[config.mk]
export PLATFORM = sky130hd
export DESIGN_NAME = serial_add_seq
export DESIGN_NICKNAME = d
export VERILOG_FILES = /design/src/rtl/serial_add_seq.sv
export SDC_FILE = /design/constraint.sdc
export NUM_CORES = 1
export LEC_CHECK = 0
export CAP_MARGIN = 15
export CORE_AREA = 4 4 57 72
export CTS_BUF_LIST = sky130_fd_sc_hd__clkbuf_16
export CTS_CLUSTER_SIZE = 24
export DETAILED_ROUTE_END_ITERATION = 7
export DIE_AREA = 0 0 61 76
export PLACE_DENSITY = 0.75
export SYNTH_ARGS = -nofsm -noshare
export SYNTH_HDL_FRONTEND = slang
export SYNTH_HIERARCHICAL = 1
export SYNTH_SLANG_ARGS = --single-unit
[constraint.sdc]
create_clock -name clk -period 1.9 [get_ports clk]
set_input_delay 0.475 -clock clk [delete_from_list [all_inputs] [get_ports clk]]
set_output_delay 0.475 -clock clk [all_outputs]
set_load 0.005 [all_outputs]
[src/rtl/serial_add_seq.sv]
// serial_add_seq: bit-serial unsigned adder sequencer.
//
// One full-adder stage (two half-adder cells plus an OR on the carries) is
// reused across WIDTH bit positions, LSB first, one bit per clock. A
// start/busy/done handshake frames each operation.
//
// Parameters:
//   WIDTH  operand/result width, 1..32
//
// Ports:
//   clk    rising-edge clock
//   rst    asynchronous active-high reset
//   start  request pulse, only sampled in IDLE
//   a, b   operands, captured on the accepting edge
//   cin    carry-in, captured on the accepting edge
//          (present only with SERIAL_ADD_CIN_EN defined)
//   busy   high while bits are being processed
//   done   one-cycle completion pulse
//   sum    result, held until the next operation completes
//   cout   final carry-out, held alongside sum
//
// Build option: define SERIAL_ADD_CIN_EN to add the cin port. Without it,
// the initial carry is always 0.

module half_add_cell (
  input  logic a,
  input  logic b,
  output logic s,
  output logic c
);
  xor g_s (s, a, b);
  and g_c (c, a, b);
endmodule

// state | meaning
// ------+------------------------------------------------
// IDLE  | waiting for start; sum/cout hold the last result
// RUN   | processing one bit per edge, LSB first
// DONE  | done pulse cycle; returns to IDLE unconditionally
module serial_add_seq #(
  parameter int WIDTH = 8
) (
  input  logic             clk,
  input  logic             rst,
  input  logic             start,
  input  logic [WIDTH-1:0] a,
  input  logic [WIDTH-1:0] b,
`ifdef SERIAL_ADD_CIN_EN
  input  logic             cin,
`endif
  output logic             busy,
  output logic             done,
  output logic [WIDTH-1:0] sum,
  output logic             cout
);

  localparam int CW = $clog2(WIDTH) + 1;

  typedef enum logic [1:0] {
    IDLE = 2'd0,
    RUN  = 2'd1,
    DONE = 2'd2
  } state_t;

  state_t           state_q, state_d;
  logic [WIDTH-1:0] a_sr_q, a_sr_d;
  logic [WIDTH-1:0] b_sr_q, b_sr_d;
  logic [WIDTH-1:0] res_sr_q, res_sr_d;
  logic             carry_q, carry_d;
  logic [CW-1:0]    cnt_q, cnt_d;
  logic [WIDTH-1:0] sum_q, sum_d;
  logic             cout_q, cout_d;
  logic             busy_q, busy_d;
  logic             done_q, done_d;

  logic             cin_init;
  logic             s0, c0, s1, c1;
  logic             carry_new;
  logic [WIDTH-1:0] res_shifted;

`ifdef SERIAL_ADD_CIN_EN
  assign cin_init = cin;
`else
  assign cin_init = 1'b0;
`endif

  half_add_cell u_ha0 (
    .a (a_sr_q[0]),
    .b (b_sr_q[0]),
    .s (s0),
    .c (c0)
  );

  half_add_cell u_ha1 (
    .a (s0),
    .b (carry_q),
    .s (s1),
    .c (c1)
  );

  assign carry_new = c0 | c1;

  // New sum bit enters at the MSB; after WIDTH shifts the LSB-first bits
  // have settled into their natural positions. Written this way so that
  // WIDTH=1 needs no special-case slice.
  always_comb begin
    res_shifted            = res_sr_q >> 1;
    res_shifted[WIDTH-1]   = s1;
  end

  always_comb begin
    state_d  = state_q;
    a_sr_d   = a_sr_q;
    b_sr_d   = b_sr_q;
    res_sr_d = res_sr_q;
    carry_d  = carry_q;
    cnt_d    = cnt_q;
    sum_d    = sum_q;
    cout_d   = cout_q;

    unique case (state_q)
      IDLE: begin
        if (start) begin
          a_sr_d   = a;
          b_sr_d   = b;
          res_sr_d = '0;
          carry_d  = cin_init;
          cnt_d    = '0;
          state_d  = RUN;
        end
      end
      RUN: begin
        a_sr_d   = a_sr_q >> 1;
        b_sr_d   = b_sr_q >> 1;
        res_sr_d = res_shifted;
        carry_d  = carry_new;
        cnt_d    = cnt_q + CW'(1);
        // Last bit: publish the complete result in the same edge so that
        // sum never shows a partial value.
        if (cnt_q == CW'(WIDTH - 1)) begin
          sum_d   = res_shifted;
          cout_d  = carry_new;
          state_d = DONE;
        end
      end
      DONE: begin
        state_d = IDLE;
      end
      default: begin
        state_d = IDLE;
      end
    endcase

    busy_d = (state_d == RUN);
    done_d = (state_d == DONE);
  end

  always_ff @(posedge clk or posedge rst) begin
    if (rst) begin
      state_q  <= IDLE;
      a_sr_q   <= '0;
      b_sr_q   <= '0;
      res_sr_q <= '0;
      carry_q  <= 1'b0;
      cnt_q    <= '0;
      sum_q    <= '0;
      cout_q   <= 1'b0;
      busy_q   <= 1'b0;
      done_q   <= 1'b0;
    end else begin
      state_q  <= state_d;
      a_sr_q   <= a_sr_d;
      b_sr_q   <= b_sr_d;
      res_sr_q <= res_sr_d;
      carry_q  <= carry_d;
      cnt_q    <= cnt_d;
      sum_q    <= sum_d;
      cout_q   <= cout_d;
      busy_q   <= busy_d;
      done_q   <= done_d;
    end
  end

  assign busy = busy_q;
  assign done = done_q;
  assign sum  = sum_q;
  assign cout = cout_q;

endmodule

Yosys cells after proc, flatten, opt, wreduce, memory -nomap -nowiden
Cells that the tools add are included.
- reduce and logical (&&, ||, !) cells: 4
- muxes and demuxes: 13
- add/sub/neg operators: 1
- equality and inequality tests: 5
- bitwise gates (word level): 5
- operators by type and width (cell ; number):
    case mux 8 bit (2 select lines) ; 3
    2-to-1 mux 8 bit ; 3
    case mux 4 bit (2 select lines) ; 1
    adder 4 x 1 -> 4 bit (second input constant) ; 1
    == test 2 x 1 -> 1 bit (second input constant) ; 2
    == test 4 x 3 -> 1 bit (second input constant) ; 1
    2-to-1 mux 2 bit ; 2
    2-to-1 mux 4 bit ; 1
    case mux 2 bit (2 select lines) ; 1
    AND reduction 2 bit ; 2
    AND 1 bit ; 2
    == test 2 bit (second input constant) ; 1
    logical NOT 2 bit ; 1
    inequality test 2 bit (second input constant) ; 1
    case mux 1 bit (2 select lines) ; 1
    nonzero test 2 bit ; 1
    XOR 1 bit ; 2
    2-to-1 mux 1 bit ; 1
    OR 1 bit ; 1
- output and inout bits: 11
- logic and storage cells: 38
- flip-flop bits (word level): 42

Longest topological paths before layout
- depth after elaboration: 4
- gate-level depth with buffers: 5

By module
The synthesis kept the hierarchy.
- modules (own cells, without submodules) (module ; area an instance (µm²) ; cells an instance ; times used):
    serial_add_seq ; 1666.6 ; 155 ; 1
    half_add_cell ; 12.5 ; 1 ; 2

Least setup slack after synthesis
OpenSTA, ideal clock, no wires.
- path kind: register -> register
- start: reg a_sr_q[0]
- end: reg cout_q (netlist: cout)
- period minus slack after synthesis: 1.490 ns
- cell stages (with the launch flop): 5
- arrival: 1.365 ns
- setup slack: 0.410 ns
- buffers on the path: 0
- data required time: 1.775 ns
- path through: dfrtp_1 > ha_1 > ha_1 > or2_2 > mux2_2
- cells in the longest elaborated chain, start to end: 3
- elaborated cells between the ends (all ways): 4
- RTL lines (item ; line ; source):
    from (decl) ; 66 ; logic [WIDTH-1:0] a_sr_q, a_sr_d;
    from (signal assigned) ; 172 ; a_sr_q <= a_sr_d;
    XOR 1 bit ; 31 ; xor g_s (s, a, b);
    named net s0 ; 77 ; logic s0, c0, s1, c1;
    AND 1 bit ; 32 ; and g_c (c, a, b);
    named net c1 ; 77 ;
    OR 1 bit ; 101 ; assign carry_new = c0 | c1;
    to (signal assigned) ; 178 ; cout_q <= cout_d;
    to (decl) ; 72 ; logic cout_q, cout_d;
The timed path passes the listed nets, and every way through them passes these cells.
A chain may end at the register's enable or synchronous reset.

Worst setup path in the final report
- start: reg cnt_q[0]
- end: reg sum_q[5] (netlist: sum[5])
- cells in the longest elaborated chain, start to end: 2
- RTL lines (item ; line ; source):
    from (decl) ; 70 ; logic [CW-1:0] cnt_q, cnt_d;
    from (signal assigned) ; 176 ; cnt_q <= cnt_d;
    == test 4 x 3 -> 1 bit ; 140 ; if (cnt_q == CW'(WIDTH - 1)) begin
    AND reduction 2 bit (no line) ; -- ;
    to (signal assigned) ; 177 ; sum_q <= sum_d;
    to (decl) ; 71 ; logic [WIDTH-1:0] sum_q, sum_d;
Every way passes these cells.

==> impl_metrics.py <==
metrics = {
    "placed_design": {
        "hpwl_um": 2280,
        "place_congestion": 0.776,
        "dp.cells": 222,
        "numPortBuffers": 29,
        "dpl_cell_area_um2": 2040,
    },
    "clock_network": {
        "htree_levels": 2,
        "holdBufCountCts": 0,
        "cts_root_buf": "clkbuf_16",
        "clk_latency_ns": 0.28,
        "clock_path_buffers": 2,
        "cts_resized": 0,
        "cts_sinks": 41,
        "clk_pin_slew_ns": 0.06,
        "cts_tree": "yes",
        "postCtsSetupBuffers": 0,
        "cts_inserted_buffers": 5,
    },
    "yosys": {
        "ys_top_cells_by_area": "dfrtp_1, nand2_1, a22oi_1",
        "synth_top_area_cell": "dfrtp_1",
        "syn_area_um2": 1690,
        "synth_top_area_share_pct": 60.7,
        "synth_seq_area_share_pct": 60.7,
        "synthCells": 157,
        "synth_nets": 179,
        "ys_warn_count": 6,
        "ys_types": 20,
        "synth-seq-cells": 41,
        "avgSynthCellArea_um2": 10.8,
    },
    "worst_setup_path": {
        "worstPathRequired_ns": 2.06,
        "cp_max_fo": 10,
        "r2r_start": "cnt_q[0]",
        "regToRegSetupSlack_ns": 0.24,
        "path_class": "reg -> reg",
        "critPathCaptureType": "flop",
        "cp-start-kind": "flop",
        "reg2reg_depth": 4,
        "cp.arrival_ns": 1.82,
        "reg2reg_to": "sum[5]",
    },
    "die": {
        "die_h_um": 76,
        "io_pins": 30,
        "rows": 24,
        "die-area_um2": 4640,
        "start_util_pct": 49.4,
        "fp.coreArea_um2": 3420,
        "dieWidth_um": 61,
    },
    "status": {
        "outcome": "finished, final reports clean",
    },
    "drt": {
        "drcViolationCount": 0,
        "wl_per_cell_um": 14.5,
        "drt_iter0_markers": 50,
        "wl_um": 3330,
        "antenna_left": 0,
        "via_per_inst": 5.35,
        "drtPass1Iterations": 6,
        "route.vias.total": 1225,
    },
    "timing": {
        "hold_ws_ns": 0.480,
        "fin_crit_ns": 1.66,
        "tightest_slew_ns": 0.512,
        "slew_violations": 0,
        "setup_tns_ns": 0,
        "finalCritPeriodShare_pct": 87.3,
        "fmax_mhz": 603,
        "skew_ns": 0.00417,
        "rsz0062_at_grt": "false",
        "setup_violations": 0,
        "relSlewSlack_pct": 65.9,
        "hold_violations": 0,
    },
    "power": {
        "irDropWorstVdd_mv": 1.05,
        "power_density_nw_per_um2": 1540,
        "p_leak_nw": 1.02,
    },
    "hold_path": {
        "holdPathEnd": "a_sr_q[1]",
        "min_from": "a_sr_q[1]",
        "hp-class": "reg -> reg",
        "worstHoldPathCells": 2,
    },
    "cells_and_area": {
        "area_delta_synth_final_pct": 28.3,
        "layout_common_cells": "nand2_1, dfrtp_1, clkdlybuf4s50_1",
        "stdcell_count": 229,
        "mostFrequentLayoutCell": "nand2_1",
        "diodes": 0,
        "fin_nets": 212,
        "drive_gt1_share_pct": 12.1,
        "fin_area_um2": 2170,
    },
    "global_route": {
        "grt_pass1_vias": 1230,
        "grt_max_degree": 42,
        "track_usage_pct": 17.2,
        "antenna_found_initial": 0,
        "grt_pass1_wl_um": 5800,
        "grt-ovfl-total": 0,
    },
    "run": {
        "drv_cap": 0,
    },
}
final cells by class:
class | instances | area (um2)
fillers | 287 | 1250
flip-flops and latches | 41 | 1030
multi-input cells | 106 | 623
repair buffers | 35 | 335
clock buffers | 5 | 125
well taps | 39 | 48.8
clock inverters | 2 | 7.51
inverters | 1 | 3.75
worst max path at each step:
stage                         start       end  depth (start not counted)
after floorplan           a_sr_q[0]      cout                          4
final                      cnt_q[0]    sum[5]                          4
after detailed placement      start  cnt_q[3]                          5
after CTS                  cnt_q[0]    sum[5]                          4
after global routing       cnt_q[0]    sum[5]                          4
after global placement        start  cnt_q[3]                          5
power breakdown:
part	leakage, nW	internal, mW	switching, mW
combinational	0.427	0.555	0.534
clock	0.0685	0.469	0.313
sequential	0.527	1.23	0.230
total	1.02	2.26	1.08
layer usage:
| metal | routed length, um | track usage [%] | vias up |
|---|---|---|---|
| met5 | 0 | 0 | - |
| met4 | 59 | 11.1 | 0 |
| met3 | 164 | 4.92 | 8 |
| met2 | 1730 | 25.7 | 31 |
| met1 | 1370 | 21.2 | 594 |
| li1 | - | - | 592 |
state kept, by name, summed over array words and instances (netlist names):
name,flops
res_sr_q,7
cnt_q,4
b_sr_q,8
carry_q,1
done,1
sum,8
a_sr_q,8
cout,1
busy,1
state_q,2
worst max-delay path: stages (launching register included):
cell and delay, ns:
dfrtp_1 0.39, ha_1 0.21, nand2_1 0.13, nor3_4 0.42, mux2_2 0.40
through the flow:
stage	setup slack (ns)	util (%)	total power, mW
floorplan	0.410	-	2.13
global placement	0.283	59.5	2.51
detailed placement	0.247	59.5	2.57
CTS	0.232	63.4	3.38
global route	0.0983	63.4	3.60
finish	0.241	63.4	3.34
cell usage after synthesis (all sizes together):
cell	n
a21o	1
a22oi	14
and2b	1
buf	3
clkbuf	6
dfrtp	41
ha	3
inv	1
mux2	9
mux2i	1
nand2	52
nand2b	4
nand4	1
nor3	2
nor3b	2
o21ai	13
o21bai	2
or2	1
kinds of logic after synthesis:
logic type | Yosys count | synth area share [%]
flip-flops | 41 | 60.7
adder cells (fa/ha/maj) | 3 | 2.22
AND/OR/NAND/NOR | 63 | 16.3
multiplexers | 10 | 6.58
buffers and inverters | 10 | 2.81
AO/OA/AOI/OAI | 30 | 11.4
Power figures use the tool's default switching activity.
